### src/rtl/voice_mix_sequencer.sv
// Once per sample frame, runs each unmuted voice through a start/finish handshake, applies its gain
// on the shared multiplier, sums the results, then scales and saturates the mix into one output sample.
module voice_mix_sequencer #(
  parameter int NUM_VOICES   = 8,
  parameter int WAVE_W       = 24,
  parameter int GAIN_W       = 8,
  parameter int ACC_W        = 32,
  parameter int MASTER_SHIFT = 1,
  parameter int MULT_LAT     = 2,
  parameter int SEL_W        = (NUM_VOICES > 1) ? $clog2(NUM_VOICES) : 1
) (
  input  logic                         clk,
  input  logic                         rst,
  input  logic                         next_sample,
  output logic [NUM_VOICES-1:0]        voice_start,
  input  logic [NUM_VOICES-1:0]        voice_finish,
  input  logic [NUM_VOICES*WAVE_W-1:0] voice_wave,
  input  logic [NUM_VOICES-1:0]        mute,
  input  logic                         gain_wr_en,
  input  logic [SEL_W-1:0]             gain_wr_addr,
  input  logic [GAIN_W-1:0]            gain_wr_data,
  output logic [SEL_W-1:0]             mult_sel,
  output logic                         mult_own,
  output logic [31:0]                  mult_a,
  output logic [31:0]                  mult_b,
  input  logic [63:0]                  mult_p,
  output logic [WAVE_W-1:0]            wave_out,
  output logic                         wave_valid,
  output logic                         busy,
  output logic                         overrun
);
  localparam int IDX_W  = $clog2(NUM_VOICES + 1);
  localparam int WAIT_W = 8;
  localparam logic [GAIN_W-1:0] GAIN_UNITY = GAIN_W'(1 << (GAIN_W - 1));
  localparam longint SAT_MAX_L = (longint'(1) << (WAVE_W - 1)) - 1;
  localparam logic signed [ACC_W-1:0] SAT_MAX = ACC_W'(SAT_MAX_L);
  localparam logic signed [ACC_W-1:0] SAT_MIN = ACC_W'(-SAT_MAX_L - 1);

  typedef enum logic [2:0] {S_IDLE, S_SCAN, S_RUN, S_GAIN, S_WAIT, S_ACC, S_OUT} state_t;

  state_t                    state_reg, state_next;
  logic [IDX_W-1:0]          idx_reg;
  logic [NUM_VOICES-1:0]     mute_reg;
  logic signed [ACC_W-1:0]   acc_reg;
  logic signed [WAVE_W-1:0]  wave_reg;
  logic [GAIN_W-1:0]         gain_hold_reg;
  logic [WAIT_W-1:0]         wait_cnt_reg;
  logic [WAVE_W-1:0]         wave_out_reg;
  logic                      overrun_reg;
  logic [GAIN_W-1:0]         gain_mem [NUM_VOICES];
  logic signed [WAVE_W-1:0]  wave_arr [NUM_VOICES];

  logic [SEL_W-1:0]          sel;
  logic [GAIN_W-1:0]         gain_sel;
  logic signed [ACC_W-1:0]   acc_inc;
  logic signed [ACC_W-1:0]   scaled;
  logic [WAVE_W-1:0]         sat_val;
  logic                      idx_done;

  assign sel      = idx_reg[SEL_W-1:0];
  assign idx_done = (idx_reg == IDX_W'(NUM_VOICES));
  assign mult_sel = sel;
  assign overrun  = overrun_reg;

  genvar gi;
  generate
    for (gi = 0; gi < NUM_VOICES; gi++) begin : g_voice
      assign wave_arr[gi]    = voice_wave[gi*WAVE_W +: WAVE_W];
      assign voice_start[gi] = (state_reg == S_RUN) && (sel == SEL_W'(gi));
    end
  endgenerate

  // Gain is read live in GAIN and then held so a later write cannot disturb an in-flight product.
  assign gain_sel = (state_reg == S_GAIN) ? gain_mem[sel] : gain_hold_reg;
  assign mult_a   = {{(32 - WAVE_W){wave_reg[WAVE_W-1]}}, wave_reg};
  assign mult_b   = {{(32 - GAIN_W){1'b0}}, gain_sel};
  assign acc_inc  = ACC_W'($signed(mult_p) >>> (GAIN_W - 1));
  assign scaled   = acc_reg >>> MASTER_SHIFT;

  always_comb begin
    sat_val = WAVE_W'(scaled);
    if (scaled > SAT_MAX)      sat_val = WAVE_W'(SAT_MAX);
    else if (scaled < SAT_MIN) sat_val = WAVE_W'(SAT_MIN);
  end

  always_ff @(posedge clk) begin
    if (rst) state_reg <= S_IDLE;
    else     state_reg <= state_next;
  end

  always_comb begin
    state_next = state_reg;
    mult_own   = 1'b0;
    wave_valid = 1'b0;
    busy       = (state_reg != S_IDLE);
    wave_out   = wave_out_reg;
    case (state_reg)
      S_IDLE: if (next_sample) state_next = S_SCAN;
      S_SCAN: begin
        if (idx_done)            state_next = S_OUT;
        else if (!mute_reg[sel]) state_next = S_RUN;
      end
      S_RUN: begin
        mult_own = 1'b1;
        if (voice_finish[sel]) state_next = S_GAIN;
      end
      S_GAIN: state_next = (MULT_LAT > 1) ? S_WAIT : S_ACC;
      S_WAIT: if (wait_cnt_reg == WAIT_W'(MULT_LAT - 2)) state_next = S_ACC;
      S_ACC:  state_next = S_SCAN;
      S_OUT: begin
        wave_valid = 1'b1;
        wave_out   = sat_val;
        state_next = S_IDLE;
      end
      default: state_next = S_IDLE;
    endcase
  end

  always_ff @(posedge clk) begin
    if (rst) begin
      idx_reg       <= '0;
      mute_reg      <= '0;
      acc_reg       <= '0;
      wave_reg      <= '0;
      gain_hold_reg <= '0;
      wait_cnt_reg  <= '0;
      wave_out_reg  <= '0;
      overrun_reg   <= 1'b0;
      for (int i = 0; i < NUM_VOICES; i++) gain_mem[i] <= GAIN_UNITY;
    end else begin
      overrun_reg <= next_sample && (state_reg != S_IDLE);
      if (gain_wr_en && (int'(gain_wr_addr) < NUM_VOICES)) gain_mem[gain_wr_addr] <= gain_wr_data;
      case (state_reg)
        S_IDLE: if (next_sample) begin
          mute_reg <= mute;
          acc_reg  <= '0;
          idx_reg  <= '0;
        end
        S_SCAN: if (!idx_done && mute_reg[sel]) idx_reg <= idx_reg + 1'b1;
        S_RUN:  if (voice_finish[sel]) wave_reg <= wave_arr[sel];
        S_GAIN: begin
          gain_hold_reg <= gain_mem[sel];
          wait_cnt_reg  <= '0;
        end
        S_WAIT: wait_cnt_reg <= wait_cnt_reg + 1'b1;
        S_ACC: begin
          acc_reg <= acc_reg + acc_inc;
          idx_reg <= idx_reg + 1'b1;
        end
        S_OUT:  wave_out_reg <= sat_val;
        default: ;
      endcase
    end
  end
endmodule

### config.mk
export PLATFORM = sky130hd
export DESIGN_NAME = voice_mix_sequencer
export DESIGN_NICKNAME = d
export VERILOG_FILES = /design/src/rtl/voice_mix_sequencer.sv
export SDC_FILE = /design/constraint.sdc
export NUM_CORES = 1
export LEC_CHECK = 0
export BUFFER_PORTS_ARGS = -buffer_cell sky130_fd_sc_hd__clkbuf_2
export CAP_MARGIN = 20
export CORE_MARGIN = 5
export CORE_UTILIZATION = 40
export CTS_BUF_LIST = sky130_fd_sc_hd__clkbuf_4
export DETAILED_ROUTE_END_ITERATION = 10
export PLACE_DENSITY = 0.65
export SETUP_SLACK_MARGIN = 0.5
export SYNTH_ARGS = -nofsm -noshare
export SYNTH_HDL_FRONTEND = slang
export SYNTH_SLANG_ARGS = --single-unit
### constraint.sdc
create_clock -name clk -period 4.7 [get_ports clk]
set_input_delay 0.47 -clock clk [delete_from_list [all_inputs] [get_ports clk]]
set_output_delay 0.47 -clock clk [all_outputs]
set_load 0.05 [all_outputs]
==> out/metrics.csv <==
metric,value,unit
max reg flops,64,
Global Route Usage Sum,0.2100,
Multi-input gate area,6031,um2
"Clk Latency, worst-skew pair",600,ps
kind of end point of the critical path,output pin,
Final ANT Viol Nets,0,
GPL Wtd Cong,0.9167,
clock buffer depth,2,
CP Data Required Time,4230,ps
Hold Path Class,in2reg,
root buffer cell,clkbuf_4,
post-CTS setup buffer count,0,
Final Max Slew Viols,0,
"Hold-fix buffers, CTS",0,
Slew HR,0.3082,
layout filler cell count,2578,
Post-Synth XOR/XNOR Area,0.01629,
CP max stage cell,nor3_4,
Compound-Gate Fraction of Synth Area,0.1288,
RSZ-0062 raised after global routing,false,
per-cell routed wire length,18.86,um
WP data arrival,3000,ps
Synth Area in Simple Gates,0.2001,
number of register bits inferred by synthesis,179,
Initial Util,0.4022,
share of layout cells above drive strength 1,0.3412,
largest net degree at the start of global routing,57,
critical-path cell list,nand2_1 > nor3_4 > a21oi_1 > clkbuf_2,
Area Growth Syn to Fin,20.00,%
"Setup violations, final",0,
CTS H-tree depth,4,
Pre-antenna DRT Iters,5,
Worst-path clk slew,170,ps
Via Count,9356,
die height,173.9,um
Synth Flop Type,dfxtp_1,
Num CTS Buffers,17,
post-layout net count,1712,
clock skew,40.62,ps
Avg Inst Size Synth,9.809,um2
status,finished clean,
Post-synth ARST share,0,
antenna violations before repair,3,
Vias/cell,5.374,
Routed Wire Length,32830,um
buffers added on ports,333,
vias in the first global route,9053,
Placed Area,12510,um2
synth warn,0,
Pwr Density,324.1,nW/um2
Max Freq,288.1,MHz
biggest area consumer among synthesized cells,dfxtp_1,
sequential area share after synthesis,0.3929,
gr ovfl total,0,
adder-cell area share of the yosys netlist,0.04725,
kind of critical path,reg2out,
setup TNS,0,ps
CTS tree,built,
Yosys top cell area share,0.2142,
core area,26730,um2
"most common cell after layout, fill and taps aside",clkbuf_2,
die area,30260,um2
total of max-cap violations,0,
IO Count,390,
First DRT Iteration DRCs,663,
most frequent cells in the layout,"clkbuf_2, nand2_1, dfxtp_1",
measured slew at the worst slew-check pin,1036,ps
Tcrit/Tclk final,0.7384,
register area,4229,um2
Final Cell Area,12900,um2
Rows,60,
crit-path max FO,23,
"top cells by area, synth","dfxtp_1, edfxtp_1, mux4_2",
first-pass GRT wire length,50670,um
Mapped Cells,1096,
Startpoint Class,register,
fin crit period,3470,ps
Die Width,173.9,um
largest family of logic cells by synthesized area,simple AND/OR/NAND/NOR gates,
Post-synth EDFFs,64,
Netlist cell types,74,
Fin. Hold Viols,0,
clock sinks,179,
Detailed Place HPWL,25100,um
"Cell Area, Synth",10750,um2
Worst path max stage delay,870,ps
Lkg Pwr,5.386,nW
Post-CTS Resized,0,
Peak VDD IR,0.2044,mV
post-synthesis mux area share,0.1579,
DR DRC count,0,
==> kinds of logic (layout without fill, tap and decap cells) <==
logic type      Yosys count  count (layout)
compound gates          208             208
xor+xnor                 20              20
fa+ha+maj                40              40
buf+inv                 119             398
flops                   179             179
mux                      84              84
other cells               1              26
simple gates            445             445
==> synth_stat cells (all sizes together) (11+ instances only) <==
cell	n
edfxtp	64
nand2	144
ha	39
mux2i	11
buf	51
xnor2	15
inv	21
a311oi	26
o21ai	41
dfxtp	115
and2	61
nand3	20
nor2	102
mux4	68
a21oi	68
clkbuf	47
and3	12
nor3	13
nor2b	39
or3	15
==> final cells by class <==
class,count,area share
Multi-Input combinational cell,821,0.4675
Sequential cell,179,0.3278
Timing Repair Buffer,345,0.1385
Tap cell,341,0.03307
Clock inverter,15,0.01668
Clock buffer,17,0.009893
Inverter,21,0.006111
Antenna cell,2,0.0003880
==> metrics by stage <==
| stage | util | power, mW | hold slack (ps) | setup WS [ps] | cells |
|---|---|---|---|---|---|
| floorplan | - | 2.833 | 433.1 | 1769 | 1119 |
| global placement | 0.4681 | 3.150 | 441.1 | 1627 | 1705 |
| detailed placement | 0.4681 | 3.166 | 450.4 | 1585 | 1705 |
| CTS | 0.4809 | 4.206 | 10.71 | 955.3 | 1737 |
| global route | 0.4826 | 4.383 | 10.34 | 948.3 | 1740 |
| finish | 0.4827 | 4.181 | 73.79 | 1230 | 1741 |
==> metal layers <==
layer	global-route usage	vias to the layer above	part of all wire
met3	0.06351	39	0.076
met4	0.04850	2	0.017
met5	0	-	0.00040
met1	0.2873	4461	0.44
met2	0.3303	341	0.47
li1	-	4513	-
==> worst paths after layout <==
check               startpoint            to  slack (ps)  depth (start not counted)
setup / recovery  state_reg[1]  wave_out[12]        1230                          4
hold / removal         mute[4]   mute_reg[4]          70                          3
setup reg to reg    idx_reg[2]   wave_reg[7]        1780                          7
hold reg to reg    mute_reg[0]   mute_reg[0]         470                          2
==> worst max-delay path: cells and delay by family (launching register included) <==
kind	cells	cell delay, ps
compound gates	1	210
simple gates	2	1140
flops	1	760
buf+inv	1	300
==> report_power, final <==
part           total (mW)  internal [mW]  switching (mW)
sequential           1.83           1.71           0.122
clock                1.04          0.396           0.643
combinational        1.31          0.531           0.781
Power figures use the tool's default switching activity.
